File: src/rtl/fp_pkg.sv
// Shared floating-point helpers for the fmul/fdiv family: field extraction,
// bias, special-value constants, flag bit positions and the divider state enum.
package fp_pkg;

  localparam int unsigned FP_MAX_W = 64;
  typedef logic [FP_MAX_W-1:0] fp_word_t;

  localparam int unsigned FLAG_W   = 4;
  localparam int unsigned FLAG_INV = 3;
  localparam int unsigned FLAG_DZ  = 2;
  localparam int unsigned FLAG_OF  = 1;
  localparam int unsigned FLAG_UF  = 0;

  typedef enum logic [1:0] {
    ST_IDLE  = 2'd0,
    ST_DIV   = 2'd1,
    ST_ROUND = 2'd2,
    ST_DONE  = 2'd3
  } fdiv_state_e;

  function automatic fp_word_t fp_mask(input int unsigned n);
    if (n >= FP_MAX_W) return '1;
    return (fp_word_t'(1) << n) - fp_word_t'(1);
  endfunction

  function automatic fp_word_t fp_frac_of(input fp_word_t x, input int unsigned fw);
    return x & fp_mask(fw);
  endfunction

  function automatic fp_word_t fp_exp_of(input fp_word_t x, input int unsigned ew,
                                         input int unsigned fw);
    return (x >> fw) & fp_mask(ew);
  endfunction

  function automatic int unsigned fp_bias(input int unsigned ew);
    return (32'd1 << (ew - 32'd1)) - 32'd1;
  endfunction

  // Canonical quiet NaN: positive, exponent all ones, only the fraction MSB set.
  function automatic fp_word_t fp_qnan(input int unsigned ew, input int unsigned fw);
    return (fp_mask(ew) << fw) | (fp_word_t'(1) << (fw - 32'd1));
  endfunction

  function automatic fp_word_t fp_inf(input logic s, input int unsigned ew,
                                      input int unsigned fw);
    return (fp_word_t'(s) << (ew + fw)) | (fp_mask(ew) << fw);
  endfunction

  function automatic fp_word_t fp_zero(input logic s, input int unsigned ew,
                                       input int unsigned fw);
    return fp_word_t'(s) << (ew + fw);
  endfunction

endpackage

File: src/rtl/fp_classify.sv
// Decodes one operand into sign / zero / inf / NaN; subnormals count as zero.
module fp_classify
  import fp_pkg::*;
#(
  parameter int unsigned exp   = 8,
  parameter int unsigned frac  = 23,
  parameter int unsigned width = exp + frac + 1
) (
  input  logic [width-1:0] x_i,
  output logic             sign_c,
  output logic             is_zero_c,
  output logic             is_inf_c,
  output logic             is_nan_c
);

  logic [exp-1:0]  e_field;
  logic [frac-1:0] f_field;

  assign e_field   = exp'(fp_exp_of(fp_word_t'(x_i), exp, frac));
  assign f_field   = frac'(fp_frac_of(fp_word_t'(x_i), frac));
  assign sign_c    = x_i[width-1];
  assign is_zero_c = (e_field == '0);
  assign is_inf_c  = (e_field == '1) && (f_field == '0);
  assign is_nan_c  = (e_field == '1) && (f_field != '0);

endmodule

File: src/rtl/fdiv_seq.sv
// Iterative restoring floating-point divider, one quotient bit per cycle,
// with valid/ready handshakes on operands and result.
module fdiv_seq
  import fp_pkg::*;
#(
  parameter int unsigned exp   = 8,
  parameter int unsigned frac  = 23,
  parameter int unsigned width = exp + frac + 1
) (
  input  logic             clk,
  input  logic             rst,
  input  logic             in_valid,
  output logic             in_ready,
  input  logic [width-1:0] a,
  input  logic [width-1:0] b,
  input  logic             round_mode,
  output logic             out_valid,
  input  logic             out_ready,
  output logic [width-1:0] r,
  output logic [3:0]       flags
);

  localparam int unsigned N    = frac + 3;
  localparam int unsigned MW   = frac + 1;
  localparam int unsigned SW   = MW + 1;
  localparam int unsigned RW   = frac + 2;
  localparam int unsigned EW   = exp + 2;
  localparam int unsigned CW   = $clog2(N);
  localparam int unsigned BIAS = fp_bias(exp);
  localparam logic [CW-1:0]        LAST   = CW'(N - 1);
  localparam logic signed [EW-1:0] E_MAX  = EW'((32'd1 << exp) - 32'd1);
  localparam logic signed [EW-1:0] E_ZERO = '0;

  fdiv_state_e state_q, state_d;
  logic                 sign_q, sign_d;
  logic signed [EW-1:0] e_q, e_d;
  logic [MW-1:0]        mb_q, mb_d;
  logic [RW-1:0]        rem_q, rem_d;
  logic [N-1:0]         q_q, q_d;
  logic [CW-1:0]        cnt_q, cnt_d;
  logic                 rne_q, rne_d;
  logic                 special_q, special_d;
  logic [width-1:0]     sp_r_q, sp_r_d;
  logic [3:0]           sp_fl_q, sp_fl_d;
  logic [width-1:0]     r_q, r_d;
  logic [3:0]           flags_q, flags_d;
  logic                 in_ready_q, in_ready_d;
  logic                 out_valid_q, out_valid_d;

  logic sa, za, ia, na;
  logic sb, zb, ib, nb;

  fp_classify #(.exp(exp), .frac(frac)) u_cls_a (
    .x_i(a), .sign_c(sa), .is_zero_c(za), .is_inf_c(ia), .is_nan_c(na)
  );

  fp_classify #(.exp(exp), .frac(frac)) u_cls_b (
    .x_i(b), .sign_c(sb), .is_zero_c(zb), .is_inf_c(ib), .is_nan_c(nb)
  );

  logic [exp-1:0]  ea, eb;
  logic [frac-1:0] fa, fb;

  assign ea = exp'(fp_exp_of(fp_word_t'(a), exp, frac));
  assign eb = exp'(fp_exp_of(fp_word_t'(b), exp, frac));
  assign fa = frac'(fp_frac_of(fp_word_t'(a), frac));
  assign fb = frac'(fp_frac_of(fp_word_t'(b), frac));

  // Special-operand result, resolved at accept in priority order.
  logic             sgn_c, spec_c;
  logic [width-1:0] sp_r_c;
  logic [3:0]       sp_fl_c;

  always_comb begin
    sgn_c   = sa ^ sb;
    spec_c  = na | nb | za | zb | ia | ib;
    sp_r_c  = width'(fp_zero(sgn_c, exp, frac));
    sp_fl_c = '0;
    if (na || nb || (za && zb) || (ia && ib)) begin
      sp_r_c            = width'(fp_qnan(exp, frac));
      sp_fl_c[FLAG_INV] = 1'b1;
    end else if (zb && !ia) begin
      sp_r_c           = width'(fp_inf(sgn_c, exp, frac));
      sp_fl_c[FLAG_DZ] = 1'b1;
    end else if (ia) begin
      sp_r_c = width'(fp_inf(sgn_c, exp, frac));
    end
  end

  // Normalize, round and range-check the finished quotient.
  logic [MW-1:0]        mant_c;
  logic                 guard_c, sticky_c, inc_c;
  logic [SW-1:0]        sum_c;
  logic [frac-1:0]      frac_r_c;
  logic signed [EW-1:0] en_c, er_c;
  logic [width-1:0]     nr_c;
  logic [3:0]           nfl_c;

  always_comb begin
    sticky_c = |rem_q;
    if (q_q[N-1]) begin
      mant_c   = q_q[N-1:2];
      guard_c  = q_q[1];
      sticky_c = sticky_c | q_q[0];
      en_c     = e_q;
    end else begin
      mant_c  = q_q[N-2:1];
      guard_c = q_q[0];
      en_c    = e_q - EW'(1);
    end
    inc_c = rne_q & guard_c & (sticky_c | mant_c[0]);
    sum_c = {1'b0, mant_c} + SW'(inc_c);
    if (sum_c[MW]) begin
      frac_r_c = sum_c[frac:1];
      er_c     = en_c + EW'(1);
    end else begin
      frac_r_c = sum_c[frac-1:0];
      er_c     = en_c;
    end
    nfl_c = '0;
    nr_c  = {sign_q, er_c[exp-1:0], frac_r_c};
    if (er_c >= E_MAX) begin
      nr_c           = width'(fp_inf(sign_q, exp, frac));
      nfl_c[FLAG_OF] = 1'b1;
    end else if (er_c <= E_ZERO) begin
      nr_c           = width'(fp_zero(sign_q, exp, frac));
      nfl_c[FLAG_UF] = 1'b1;
    end
  end

  // Next-state and datapath control.
  always_comb begin
    state_d   = state_q;
    sign_d    = sign_q;
    e_d       = e_q;
    mb_d      = mb_q;
    rem_d     = rem_q;
    q_d       = q_q;
    cnt_d     = cnt_q;
    rne_d     = rne_q;
    special_d = special_q;
    sp_r_d    = sp_r_q;
    sp_fl_d   = sp_fl_q;
    r_d       = r_q;
    flags_d   = flags_q;
    unique case (state_q)
      ST_IDLE: begin
        if (in_valid && in_ready_q) begin
          sign_d    = sgn_c;
          rne_d     = round_mode;
          special_d = spec_c;
          sp_r_d    = sp_r_c;
          sp_fl_d   = sp_fl_c;
          e_d       = EW'(ea) - EW'(eb) + EW'(BIAS);
          mb_d      = {1'b1, fb};
          rem_d     = {2'b01, fa};
          q_d       = '0;
          cnt_d     = '0;
          state_d   = spec_c ? ST_ROUND : ST_DIV;
        end
      end
      ST_DIV: begin
        if (rem_q >= {1'b0, mb_q}) begin
          rem_d = (rem_q - {1'b0, mb_q}) << 1;
          q_d   = {q_q[N-2:0], 1'b1};
        end else begin
          rem_d = rem_q << 1;
          q_d   = {q_q[N-2:0], 1'b0};
        end
        cnt_d = cnt_q + CW'(1);
        if (cnt_q == LAST) state_d = ST_ROUND;
      end
      ST_ROUND: begin
        r_d     = special_q ? sp_r_q : nr_c;
        flags_d = special_q ? sp_fl_q : nfl_c;
        state_d = ST_DONE;
      end
      ST_DONE: begin
        if (out_ready) state_d = ST_IDLE;
      end
      default: state_d = ST_IDLE;
    endcase
    in_ready_d  = (state_d == ST_IDLE);
    out_valid_d = (state_d == ST_DONE);
  end

  always_ff @(posedge clk) begin
    if (rst) begin
      state_q     <= ST_IDLE;
      sign_q      <= 1'b0;
      e_q         <= '0;
      mb_q        <= '0;
      rem_q       <= '0;
      q_q         <= '0;
      cnt_q       <= '0;
      rne_q       <= 1'b0;
      special_q   <= 1'b0;
      sp_r_q      <= '0;
      sp_fl_q     <= '0;
      r_q         <= '0;
      flags_q     <= '0;
      in_ready_q  <= 1'b1;
      out_valid_q <= 1'b0;
    end else begin
      state_q     <= state_d;
      sign_q      <= sign_d;
      e_q         <= e_d;
      mb_q        <= mb_d;
      rem_q       <= rem_d;
      q_q         <= q_d;
      cnt_q       <= cnt_d;
      rne_q       <= rne_d;
      special_q   <= special_d;
      sp_r_q      <= sp_r_d;
      sp_fl_q     <= sp_fl_d;
      r_q         <= r_d;
      flags_q     <= flags_d;
      in_ready_q  <= in_ready_d;
      out_valid_q <= out_valid_d;
    end
  end

  assign in_ready  = in_ready_q;
  assign out_valid = out_valid_q;
  assign r         = r_q;
  assign flags     = flags_q;

endmodule

File: config.mk
export PLATFORM = sky130hd
export DESIGN_NAME = fdiv_seq
export DESIGN_NICKNAME = d
export VERILOG_FILES = /design/src/rtl/fp_pkg.sv /design/src/rtl/fp_classify.sv /design/src/rtl/fdiv_seq.sv
export SDC_FILE = /design/constraint.sdc
export NUM_CORES = 1
export LEC_CHECK = 0
export ABC_AREA = 1
export ABC_CLOCK_PERIOD_IN_PS = 3200
export CELL_PAD_IN_SITES_DETAIL_PLACEMENT = 0
export CELL_PAD_IN_SITES_GLOBAL_PLACEMENT = 1
export CORE_MARGIN = 8
export CORE_UTILIZATION = 35
export DETAILED_ROUTE_END_ITERATION = 8
export PLACE_DENSITY_LB_ADDON = 0.1
export SYNTH_ARGS = -nofsm -noshare
export SYNTH_HDL_FRONTEND = slang
export SYNTH_SLANG_ARGS = --single-unit
File: constraint.sdc
create_clock -name clk -period 3.2 [get_ports clk]
set_input_delay 0.48 -clock clk [delete_from_list [all_inputs] [get_ports clk]]
set_output_delay 0.48 -clock clk [all_outputs]
set_load 0.005 [all_outputs]
==> results of run 1 <==
[worst max-delay path: stages (launching register included)]
cell and delay (ps):
dfxtp_2 380, buf_12 210, nor2_1 70, a21oi_1 180, ha_1 200, nand3_1 160, nor2_4 160, nand3_2 220
nand2_1 120, nand2_1 80, inv_1 90, nand2_1 60, nor2_1 120, nand3_1 80, nand2_1 130, clkinv_1 270
nand3_1 220, a21oi_1 70
[Yosys cell counts (all sizes together), types with 8 or more instances]
library cell,instances
nand2,401
inv,192
a21oi,151
nor2,138
dfxtp,137
o21ai,81
nand3,76
ha,38
clkbuf,37
nor3,31
xor2,31
nand4,27
buf,22
o211ai,22
nor4,16
xnor2,15
a311oi,8
a31oi,8
[layer usage]
metal,up-vias,GRT usage [%]
met3,32,3.43
met1,4282,23.2
li1,5057,-
met4,0,4.60
met5,-,0
met2,164,31.1
[final cells by class]
cell class              count  area (um^2)
fillers                  2905        15100
multi-input cells        1088         5700
inverters                 196          738
repair buffers            142         1350
clock inverters            14          185
well taps                 341          427
flip-flops and latches    137         2740
clock buffers              18          439
[flip-flops by register name, indices dropped and copies added, names as in the netlist]
signal,count
r,32
sp_fl_q,1
sp_r_q,3
rem_q,25
mb_q,24
q_q,26
rne_q,1
e_q,10
sign_q,1
flags,4
special_q,1
out_valid,1
state_q,2
in_ready,1
cnt_q,5
[cells by family after synthesis]
family,Yosys count
fa+ha+maj,40
buf+inv,255
simple gates,701
flops,137
compound gates,301
xor+xnor,46
[worst max-delay path by stage]
stage / start / endpoint / cells after the start
finish: q_q[25] / r[13] / 17
global route: q_q[25] / r[13] / 17
CTS: q_q[25] / r[12] / 18
detailed placement: q_q[25] / r[12] / 18
global placement: q_q[25] / r[12] / 18
floorplan: q_q[25] / r[12] / 24
[through the flow]
step | setup TNS (ps) | instances | instance area [um^2] | hold WS (ps)
after global placement | 0 | 1904 | 11000 | 452
final | 0 | 1936 | 11600 | 457
after CTS | 0 | 1936 | 11600 | 463
after floorplan | 0 | 1480 | 9460 | 430
after detailed placement | 0 | 1904 | 11000 | 454
after global routing | -1130 | 1936 | 11600 | 478
[power breakdown]
group | leakage, nW | internal (mW) | total (mW) | switching [mW]
logic | 3.48 | 0.872 | 2.36 | 1.48
clock network | 0.308 | 1.27 | 2.13 | 0.864
registers | 1.12 | 1.84 | 1.95 | 0.110
==> impl_metrics.py, run 1 <==
metrics = {
    "clocking": {
        "clockBufferDepth": 2,
        "postCtsHoldBufs": 0,
        "cts_setup_buffers": 0,
        "cts.repair.resized": 0,
        "cts_tree": "built",
        "clkTransAtPathRegs_ps": 60,
        "cts_max_level": 4,
        "worstSkewPairLatency_ps": 430,
        "cts_made_buffers": 17,
        "cts_root_buf": "clkbuf_16",
        "clock-sinks": 137,
    },
    "detailed_routing": {
        "wl_met3_um": 817,
        "avgRoutedWirePerCell_um": 15.0,
        "met2WireLength_mm": 13.7,
        "routed.top_layer": "met4",
        "firstDrtPassIters": 5,
        "num_vias": 9535,
        "drc": 0,
        "drtIter0Drc": 494,
        "ant_nets": 0,
        "m1WireLength_mm": 14.1,
        "viasPerCell": 4.93,
        "drt-total-wl_mm": 29.1,
    },
    "yosys": {
        "syn_nets": 1589,
        "synth_cells": 1480,
        "syn_area_mm2": 0.00946,
        "synthMuxAreaShare_pct": 0,
        "synth_flop_cell": "dfxtp_1",
        "yosys.area_share.simple_pct": 32.2,
        "synth_area_leader_cell": "dfxtp_1",
        "synth-async-reset-ratio_pct": 0,
        "yosysSeqAreaShare_pct": 29.0,
        "syn_area_per_cell_um2": 6.39,
        "synth_edf_count": 0,
        "ys_types": 57,
        "synth_fa_ha_area_share_pct": 5.45,
        "synth_compound_area_share_pct": 18.1,
        "synth_top_family_by_area": "simple AND/OR/NAND/NOR gates",
        "synth.top_cell.area_share_pct": 29.0,
        "yosys_register_bits": 137,
        "synthTopCellsByArea": "dfxtp_1 (29%), nand2_1 (16%), a21oi_1 (8.0%), inv_1 (7.2%), ha_1 (5.0%)",
        "synth_warnings": 0,
        "synth-xor-area-share_pct": 4.26,
    },
    "grt": {
        "grt-ovfl-total": 0,
        "grt_pass1_vias": 9382,
        "grt_max_degree": 73,
        "grt_pass1_wl_mm": 49.0,
        "antenna_found_initial": 0,
        "grt.total_usage_pct": 18.2,
    },
    "hold_path": {
        "worstHoldEndpoint": "rne_q",
        "min_path_cells": 2,
        "hold_start": "rne_q",
        "holdCritPathClass": "reg2reg",
    },
    "sta": {
        "maxSlewViolCount": 0,
        "finClkSkew_ps": 17.7,
        "period_share_pct": 91.5,
        "setup_viol_count_final": 0,
        "grt_setup_unrepaired": "yes",
        "fmax_ghz": 0.342,
        "slew_headroom_pct": 53.1,
        "hold_viol_final": 0,
        "tightest_slew_ps": 704,
        "min_period_ps": 2930,
        "timing.final.ws_setup_ps": 273,
    },
    "power_and_ir_drop": {
        "vdd_drop_max_v": 0.000265,
        "p_per_area_mw_per_mm2": 556,
        "p_leak_nw": 4.91,
        "power.total_mw": 6.44,
    },
    "finish": {
        "layout.cells.most_common": "nand2_1",
        "syn2layout_area_growth_pct": 22.5,
        "utilization_pct": 43.3,
        "mostFrequentLayoutCells": "nand2_1 (396), inv_1 (182), a21oi_1 (151)",
        "n_antenna_cell": 0,
        "drive_above_1_share_pct": 7.15,
        "fin_nets": 1691,
    },
    "floorplanning": {
        "die_h_um": 180,
        "rows": 60,
        "die_area_mm2": 0.0325,
        "die_x_um": 180,
        "core_mm2": 0.0267,
        "pin_count": 107,
        "initial_core_util_pct": 35.4,
    },
    "setup_path": {
        "cp.required_ps": 3490,
        "r2r_setup_slack_ps": 270,
        "cp_max_fo": 39,
        "cp.arrival_ps": 3220,
        "r2r_end": "r[13]",
        "path_class": "reg2reg",
        "r2r_cells": 17,
        "reg2reg_from": "q_q[25]",
        "start_kind": "flip-flop",
        "crit_path_end_kind": "flip-flop",
    },
    "place": {
        "dp_hpwl_mm": 22.5,
        "place_congestion": 0.866,
        "pre_cts_ws_ps": 70.0,
        "portBuffers": 106,
    },
    "run": {
        "maxCapViolCount": 0,
    },
    "status": {
        "outcome": "completed",
    },
}
No activity file was read; power rests on OpenSTA's default activity.
==> run 2, diff against run 1 <==
- ABC_CLOCK_PERIOD_IN_PS: 3200 -> 2600
- clock period: 3.2 -> 2.6 ns (I/O delays scaled with it)
==> run 2 against run 1 <==
Compared with the run above:
- largest cell class unchanged
- largest power group unchanged
- worst setup slack got worse by 340 ps
- the run now ends with setup timing left
- hold slack improved by 1.9 ps
- cell count increased by 6.8%
- register-to-register slack got worse by 340 ps
- clock skew decreased by 4.1 ps
- via count increased by 6.9%
- combinational power increased by 45%
- first-iteration DRC count increased by 8.3%
- sequential power increased by 23%
- total power increased by 30%
- highest routed layer unchanged
==> impl_metrics.py, run 2 (synthesis results as in run 1) <==
metrics = {
    "finish": {
        "mostFrequentLayoutCells": "nand2_1 (362), inv_1 (180), buf_4 (145)",
        "final_area_mm2": 0.0130,
        "n_antenna_cell": 0,
        "fillCellCount": 2777,
        "layout.cells.most_common": "nand2_1",
        "ff_latch_area_mm2": 0.00275,
        "largest_reg_flops": 32,
        "fin_cells": 2067,
        "fin_nets": 1823,
        "drive_above_1_share_pct": 18.4,
        "syn2layout_area_growth_pct": 37.6,
        "multiInputGateArea_mm2": 0.00604,
    },
    "floorplanning": {
        "rows": 60,
        "pin_count": 107,
        "core_mm2": 0.0267,
        "die_area_mm2": 0.0325,
        "die_x_um": 180,
        "initial_core_util_pct": 35.4,
        "die_h_um": 180,
    },
    "sta": {
        "setup_tns_ps": -936,
        "tightest_slew_ps": 545,
        "finClkSkew_ps": 13.6,
        "hold_slack_ps": 459,
        "fmax_ghz": 0.375,
        "setup_viol_count_final": 22,
        "slew_headroom_pct": 63.7,
        "grt_setup_unrepaired": "yes",
        "period_share_pct": 103,
        "maxSlewViolCount": 0,
        "hold_viol_final": 0,
        "min_period_ps": 2670,
        "timing.final.ws_setup_ps": -69.7,
    },
    "grt": {
        "grt_pass1_wl_mm": 49.7,
        "grt-ovfl-total": 0,
        "antenna_found_initial": 0,
        "grt_max_degree": 87,
        "grt_pass1_vias": 9847,
        "grt.total_usage_pct": 18.4,
    },
    "detailed_routing": {
        "drt-total-wl_mm": 31.2,
        "avgRoutedWirePerCell_um": 15.1,
        "drc": 0,
        "viasPerCell": 4.93,
        "firstDrtPassIters": 5,
        "num_vias": 10200,
        "drtIter0Drc": 535,
        "ant_nets": 0,
    },
    "clocking": {
        "cts_tree": "built",
        "clockBufferDepth": 2,
        "clock-sinks": 137,
        "cts_made_buffers": 17,
        "worstSkewPairLatency_ps": 430,
        "clkTransAtPathRegs_ps": 60,
        "cts_max_level": 4,
        "cts_root_buf": "clkbuf_16",
        "postCtsHoldBufs": 0,
    },
    "status": {
        "outcome": "finished, violations left",
        "violations": "setup timing",
    },
    "power_and_ir_drop": {
        "vdd_drop_max_v": 0.000392,
        "p_per_area_mw_per_mm2": 642,
        "p_leak_nw": 5.62,
    },
    "setup_path": {
        "cp_max_fo": 8,
        "critPathMaxStageDelay_ps": 380,
        "path_cells": "buf_12, clkbuf_16, buf_8, nand2_4, nand2_4, nor2_1, nand2_1, nor2_4, nand3_4, buf_6, nand2_2, nand2_2, nand2_1, nor2_1, nand2_2, clkinv_4, nor2_4, nand2_2, nand3_2, nand2_1, inv_1",
        "cp.required_ps": 2970,
        "reg2reg_from": "q_q[25]",
        "cp_top_family": "simple AND/OR/NAND/NOR gates",
        "start_kind": "flip-flop",
        "path_class": "reg2reg",
        "cp_num_buf_inv": 6,
        "cp.arrival_ps": 3040,
        "crit_slowest_cell": "dfxtp_4",
        "crit_start": "q_q[25]",
        "crit_path_end_kind": "flip-flop",
        "cp_common_cell": "nand2_2",
    },
    "run": {
        "maxCapViolCount": 0,
    },
    "place": {
        "portBuffers": 106,
        "dp_cells": 2013,
        "dpl-instance-area_mm2": 0.0118,
        "dp_hpwl_mm": 22.7,
        "place_congestion": 0.897,
    },
    "hold_path": {
        "hold_start": "mb_q[2]",
        "holdCritPathClass": "reg2reg",
    },
}
run 2: changes by cell type in the layout (fill, tap and decap cells not counted), sizes merged:
cell,change
buf,+125
clkbuf,+5
clkinvlp,+1
inv,-4
nand3,+1
nor2,+3
run 2: area by class of cell:
cell class / count / area share [%]
inverters: 196 / 5.76
clock buffers: 20 / 3.43
flip-flops and latches: 137 / 21.1
clock inverters: 11 / 1.13
repair buffers: 270 / 18.9
multi-input cells: 1092 / 46.4
well taps: 341 / 3.28
run 2: stage by stage:
stage	worst slack [ps]	power, mW	utilization, %
after floorplan	-291	4.54	-
after global routing	-229	8.95	48.7
final	-69.7	8.36	48.7
after global placement	-219	5.69	44.3
after CTS	-6.28	8.26	46.7
after detailed placement	-202	5.68	44.3
run 2: path summary, 6_finish.rpt:
kind	endpoint	slack [ps]	cells past startpoint
hold reg to reg	mb_q[2]	460	2
setup reg to reg	r[23]	-70	21
setup / recovery	r[23]	-70	21
hold / removal	mb_q[2]	460	2
run 2: layer usage:
| metal | routed length, um | GRT usage [%] | share of wire, % |
|---|---|---|---|
| met1 | 14600 | 23.1 | 47 |
| met2 | 15200 | 31.8 | 49 |
| met3 | 857 | 3.10 | 2.7 |
| met4 | 586 | 5.19 | 1.9 |
| met5 | 0 | 0 | 0 |
run 2: what timing repair did:
| action | in CTS | in global routing |
|---|---|---|
| gates resized for setup | 11 | 101 |
| cloned | 0 | 9 |
| setup endpoints to repair | 50 | 58 |
| setup buffers | 1 | 13 |
| pin swaps | 1 | 43 |
run 2: report_power, final:
| group | leakage [nW] | internal, mW | switching [mW] |
|---|---|---|---|
| clock network | 0.290 | 1.53 | 1.01 |
| logic | 4.21 | 1.44 | 1.99 |
| registers | 1.12 | 2.26 | 0.128 |
run 2: worst reg2reg max path, delay by kind of cell, from the launching register on:
kind	cells	cell delay (ps)
and+or+nand+nor	15	1460
DFF	1	380
buffers and inverters	6	800
